File: src/rtl/fp8_addsub_seq.sv
// Multi-cycle FP8 (1.3.4) add/subtract sequencer with start/busy/done handshake.
// Aligns one shift per cycle, adds magnitudes, normalizes one shift per cycle.
module fp8_addsub_seq #(
  parameter int EARLY_EXIT = 1
) (
  input  logic       clk,
  input  logic       rst_n,
  input  logic       start,
  input  logic [7:0] A,
  input  logic [7:0] B,
  input  logic       funct,
  output logic       busy,
  output logic       done,
  output logic [7:0] Y,
  output logic       zero,
  output logic       ovf
);

  typedef enum logic [2:0] {IDLE, ALIGN, ADD, NORM, DONE} state_t;

  state_t     state_reg;
  logic       busy_reg, done_reg, zero_reg, ovf_reg;
  logic [7:0] y_reg;
  logic       sa_reg, sb_reg, sign_reg;
  logic [2:0] ea_reg, eb_reg, e_reg;
  logic [5:0] ma_reg, mb_reg, sum_reg;
  logic       ovf_pend_reg, flush_pend_reg;

  logic       a_zero, b_zero, early_flush;
  logic [2:0] exp_diff;
  logic [7:0] norm_y;

  assign a_zero      = (A[6:0] == 7'd0);
  assign b_zero      = (B[6:0] == 7'd0);
  assign exp_diff    = (ea_reg > eb_reg) ? (ea_reg - eb_reg) : (eb_reg - ea_reg);
  assign early_flush = (EARLY_EXIT != 0) && (exp_diff > 3'd5);
  assign norm_y      = {sign_reg, e_reg, sum_reg[3:0]};

  assign busy = busy_reg;
  assign done = done_reg;
  assign Y    = y_reg;
  assign zero = zero_reg;
  assign ovf  = ovf_reg;

  always_ff @(posedge clk or negedge rst_n) begin
    if (!rst_n) begin
      state_reg      <= IDLE;
      busy_reg       <= 1'b0;
      done_reg       <= 1'b0;
      y_reg          <= 8'h00;
      zero_reg       <= 1'b1;
      ovf_reg        <= 1'b0;
      sa_reg         <= 1'b0;
      sb_reg         <= 1'b0;
      sign_reg       <= 1'b0;
      ea_reg         <= 3'd0;
      eb_reg         <= 3'd0;
      e_reg          <= 3'd0;
      ma_reg         <= 6'd0;
      mb_reg         <= 6'd0;
      sum_reg        <= 6'd0;
      ovf_pend_reg   <= 1'b0;
      flush_pend_reg <= 1'b0;
    end else begin
      done_reg <= 1'b0;
      case (state_reg)
        IDLE: begin
          if (start) begin
            busy_reg       <= 1'b1;
            ovf_pend_reg   <= 1'b0;
            flush_pend_reg <= 1'b0;
            sa_reg         <= A[7];
            sb_reg         <= B[7] ^ funct;
            ea_reg         <= A[6:4];
            eb_reg         <= B[6:4];
            ma_reg         <= {2'b01, A[3:0]};
            mb_reg         <= {2'b01, B[3:0]};
            if (a_zero || b_zero) begin
              // Zero operand: the result is simply the other operand.
              state_reg <= DONE;
              done_reg  <= 1'b1;
              ovf_reg   <= 1'b0;
              if (a_zero && b_zero) begin
                y_reg    <= 8'h00;
                zero_reg <= 1'b1;
              end else if (a_zero) begin
                y_reg    <= {B[7] ^ funct, B[6:0]};
                zero_reg <= 1'b0;
              end else begin
                y_reg    <= A;
                zero_reg <= 1'b0;
              end
            end else begin
              state_reg <= ALIGN;
            end
          end
        end

        ALIGN: begin
          if (ea_reg == eb_reg) begin
            state_reg <= ADD;
          end else if (early_flush) begin
            state_reg <= ADD;
            if (ea_reg < eb_reg) begin
              ma_reg <= 6'd0;
              ea_reg <= eb_reg;
            end else begin
              mb_reg <= 6'd0;
              eb_reg <= ea_reg;
            end
          end else if (ea_reg < eb_reg) begin
            ma_reg <= ma_reg >> 1;
            ea_reg <= ea_reg + 3'd1;
          end else begin
            mb_reg <= mb_reg >> 1;
            eb_reg <= eb_reg + 3'd1;
          end
        end

        ADD: begin
          state_reg <= NORM;
          e_reg     <= ea_reg;
          if (sa_reg == sb_reg) begin
            sum_reg  <= ma_reg + mb_reg;
            sign_reg <= sa_reg;
          end else if (ma_reg > mb_reg) begin
            sum_reg  <= ma_reg - mb_reg;
            sign_reg <= sa_reg;
          end else if (mb_reg > ma_reg) begin
            sum_reg  <= mb_reg - ma_reg;
            sign_reg <= sb_reg;
          end else begin
            sum_reg  <= 6'd0;
            sign_reg <= 1'b0;
          end
        end

        NORM: begin
          // Out-of-range shifts are taken as a shift step, then resolved next cycle.
          if (ovf_pend_reg) begin
            state_reg <= DONE;
            done_reg  <= 1'b1;
            y_reg     <= {sign_reg, 3'b111, 4'b1111};
            zero_reg  <= 1'b0;
            ovf_reg   <= 1'b1;
          end else if (flush_pend_reg || (sum_reg == 6'd0)) begin
            state_reg <= DONE;
            done_reg  <= 1'b1;
            y_reg     <= 8'h00;
            zero_reg  <= 1'b1;
            ovf_reg   <= 1'b0;
          end else if (sum_reg[5]) begin
            sum_reg <= sum_reg >> 1;
            if (e_reg == 3'd7) ovf_pend_reg <= 1'b1;
            else               e_reg        <= e_reg + 3'd1;
          end else if (!sum_reg[4]) begin
            sum_reg <= sum_reg << 1;
            if (e_reg == 3'd0) flush_pend_reg <= 1'b1;
            else               e_reg          <= e_reg - 3'd1;
          end else begin
            state_reg <= DONE;
            done_reg  <= 1'b1;
            y_reg     <= norm_y;
            zero_reg  <= (norm_y == 8'h00);
            ovf_reg   <= 1'b0;
          end
        end

        DONE: begin
          state_reg <= IDLE;
          busy_reg  <= 1'b0;
        end

        default: begin
          state_reg <= IDLE;
          busy_reg  <= 1'b0;
        end
      endcase
    end
  end

endmodule
File: config.mk
export PLATFORM = sky130hd
export DESIGN_NAME = fp8_addsub_seq
export DESIGN_NICKNAME = d
export VERILOG_FILES = /design/src/rtl/fp8_addsub_seq.sv
export SDC_FILE = /design/constraint.sdc
export NUM_CORES = 1
export LEC_CHECK = 0
export BUFFER_PORTS_ARGS = -buffer_cell sky130_fd_sc_hd__buf_4
export CAP_MARGIN = 20
export CORE_ASPECT_RATIO = 1.5
export CORE_MARGIN = 10
export CORE_UTILIZATION = 44
export CTS_BUF_LIST = sky130_fd_sc_hd__clkbuf_2
export DETAILED_ROUTE_END_ITERATION = 12
export SLEW_MARGIN = 15
export SYNTH_ARGS = -nofsm -noshare
export SYNTH_HDL_FRONTEND = slang
export SYNTH_SLANG_ARGS = --single-unit
File: constraint.sdc
create_clock -name clk -period 3.1 [get_ports clk]
set_input_delay 0.465 -clock clk [delete_from_list [all_inputs] [get_ports clk]]
set_output_delay 0.465 -clock clk [all_outputs]
set_load 0.1 [all_outputs]
==> flow_summary_export.csv <==
group,metric,value,unit
drt,wire_per_inst,18.5,um
worst_hold_path,min_from,"A[7]",
final_layout,layout.nets,470,
grt,first_global_vias,3196,
place,portBuffers,31,
synth,async_flop_share,100,%
grt,antenna_found_initial,1,
place,gp_congestion,0.904,
synth,syn_inst,393,
timing,drv_slew,0,
timing,fmax,374,MHz
synth,synth_seq_cells,45,
clock_tree,clock_latency,0.46,ns
worst_hold_path,min_path_cells,3,
grt,grt_pass1_wl,15900,um
synth,synth_nets,441,
critical_path,cp_max_fo,6,
critical_path,rr_worst_depth,8,
critical_path,start_kind,"register",
final_layout,drive_gt1_share,16.1,%
drt,drc,0,
die,row_count,39,
grt,grt_usage,16.5,%
grt,grt.busiest_layer,"met2",
synth,syn_area_per_cell,8.91,um2
die,die-area,12000,um2
clock_tree,numCtsBuffers,5,
timing,finalCritPeriodShare,86.2,%
drt,routed_wirelength,9740,um
grt,grt_overflow,0,
timing,final_hold_viol_count,0,
drt,drt-initial-drc-count,320,
timing,tightest_slew,0.939,ns
die,fp.coreArea,7710,um2
drt,vias_per_cell,5.86,
timing,period_needed,2.67,ns
synth,synth-main-ff-cell,"dfrtp_1",
clock_tree,post_cts_buffers,0,
timing,grt_setup_unrepaired,"false",
synth,yosys_warnings,0,
die,start_util,45.4,%
grt,grt_max_degree,46,
die,dieHeight,129,um
synth,synth_edf_count,0,
worst_hold_path,hold_class,"input port to register",
critical_path,critPathLaunch,"ma_reg[1]$_DFFE_PN0P_",
die,die_w,92.8,um
critical_path,reg2reg_from,"ma_reg[1]$_DFFE_PN0P_",
outcome,outcome,"finished clean",
drt,vias,3084,
clock_tree,cts_sinks,45,
drt,dr.pass1.iters,4,
clock_tree,clock-root-buffer,"clkbuf_2",
grt,use_met3,2.66,%
die,io_pins,32,
grt,met1_usage,18.0,%
clock_tree,cts_tree,"yes",
final_layout,syn_to_final_growth,10.9,%
timing,finalSetupViolCount,0,
final_layout,n_fill_cell,772,
final_layout,largest_reg_flops,8,
timing,fin_skew,0.0220,ns
critical_path,critPathRequiredTime,3.48,ns
clock_tree,clock_path_buffers,2,
grt,grt_util_met2,30.7,%
run,cap_violations,0,
final_layout,fin_util,50.4,%
synth,syn_area,3500,um2
drt,final_antenna_net_count,0,
timing,max_slew_margin,37.1,%
clock_tree,cts.reportedPaths.clkPinSlew,0.25,ns
place,hpwl,7620,um
synth,synth.distinct_cells,80,
critical_path,cp.arrival,3.05,ns
timing,tns,0,ns
synth,ys_seq_area_share,32.2,%
critical_path,path_class,"register to register",
timing,whs,0.198,ns
clock_tree,htreeDepth,2,
critical_path,cp-end-kind,"register",
-- kinds of logic (layout without fill, tap and decap cells) --
logic type                 count (synthesis)  in the layout  share of synthesized area [%]
buffers and inverters                     50             80                           6.50
adders and majority gates                 28             28                           11.3
DFF                                       45             45                           32.2
xor gates and xnor gates                  10             10                           2.50
muxes                                     17             17                           5.43
other                                      0              1                              0
and+or+nand+nor                          113            113                           17.5
AOI/OAI and AO/OA                        130            130                           24.6
-- final cells by class --
cell class | instances | area (um2) | share of cell area (%)
antenna | 1 | 2.50 | 0.0644
clock buffer | 6 | 30.0 | 0.773
clock inverter | 2 | 38.8 | 0.999
inverter | 35 | 131 | 3.38
multi-input combinational | 298 | 2150 | 55.3
sequential | 45 | 1130 | 29.0
tap | 102 | 128 | 3.29
timing repair buffer | 37 | 280 | 7.22
-- repair_timing --
| item | 4_1_cts | 5_1_grt |
|---|---|---|
| hold endpoints to repair | 26 | 0 |
| hold buffers | 1 | 0 |
| resized for setup | 0 | 0 |
-- metrics by stage --
| stage | std cells | cell area, um2 | setup WS [ns] |
|---|---|---|---|
| after global placement | 516 | 3800 | 0.438 |
| after CTS | 525 | 3880 | 0.454 |
| final | 526 | 3880 | 0.427 |
| after detailed placement | 516 | 3800 | 0.446 |
| after floorplan | 393 | 3500 | 0.741 |
| after global routing | 526 | 3880 | 0.218 |
-- cells in the mapped netlist (2+ instances only) --
| cell type | count | area (um2) |
|---|---|---|
| a21o_1 | 4 | 30.0 |
| nand2_1 | 32 | 120 |
| nand4_1 | 4 | 25.0 |
| o31ai_1 | 4 | 30.0 |
| a211oi_1 | 2 | 15.0 |
| xor2_1 | 5 | 43.8 |
| mux2i_1 | 6 | 60.1 |
| nand2b_1 | 5 | 31.3 |
| nor3_1 | 8 | 40.0 |
| fa_1 | 6 | 120 |
| mux2_2 | 3 | 33.8 |
| nor2_1 | 24 | 90.1 |
| nor3b_1 | 3 | 22.5 |
| xnor2_1 | 5 | 43.8 |
| nand3b_1 | 2 | 15.0 |
| inv_1 | 35 | 131 |
| or3_1 | 2 | 12.5 |
| nor4_1 | 2 | 12.5 |
| buf_6 | 4 | 45.0 |
| o31a_1 | 2 | 17.5 |
| o21ai_0 | 19 | 95.1 |
| a21oi_1 | 40 | 200 |
| nand3_1 | 9 | 45.0 |
| dfrtp_1 | 44 | 1100 |
| mux2_1 | 6 | 67.6 |
| o22ai_1 | 3 | 18.8 |
| and3_1 | 2 | 12.5 |
| nor3_2 | 2 | 20.0 |
| ha_1 | 22 | 275 |
| buf_2 | 2 | 10.0 |
| a21oi_2 | 3 | 26.3 |
| a222oi_1 | 4 | 40.0 |
| clkbuf_1 | 6 | 22.5 |
| o211ai_1 | 4 | 30.0 |
| o221ai_1 | 2 | 17.5 |
| and2_1 | 4 | 25.0 |
| a31oi_1 | 11 | 68.8 |
| o21ai_1 | 10 | 50.1 |
-- worst max-delay path: stages (launching register included) --
cell and delay, ns:
dfrtp_1 0.54, inv_1 0.17, fa_1 0.50, a21o_1 0.19
a221oi_1 0.36, nor3_1 0.12, and3_1 0.18, a2111oi_0 0.39
o31ai_1 0.15
-- worst paths after layout --
check	end	slack [ns]
max in group asynchronous	state_reg[0]$_DFFE_PN0P_	2.18
min in group asynchronous	sb_reg$_DFFE_PN0P_	0.52
worst min-delay path	sa_reg$_DFFE_PN0P_	0.20
worst max register to register	sum_reg[3]$_DFFE_PN0P_	0.43
worst max-delay path	sum_reg[3]$_DFFE_PN0P_	0.43
worst min register to register	zero$_DFFE_PN1P_	0.49
-- layer usage --
layer,routed length (um),vias up,part of all wire (%)
met1,3860,1495,40
met3,417,18,4.3
met2,5230,84,54
met5,0,-,0
met4,234,0,2.4
li1,-,1487,-
-- layout by cell type (no fill, tap or decap), drive strengths merged, types with 6 or more instances in the layout --
cell type and n:
nor3 10, nor2 24, ha 22, fa 6, nand3 11, a21oi 44, dfrtp 44, mux2 10
clkbuf 6, mux2i 7, a31oi 11, nand2 34, o21ai 29, buf 36, inv 35
Power is not shown: default switching activity piles up to over one toggle a cycle in this logic, so the estimate is an artifact.
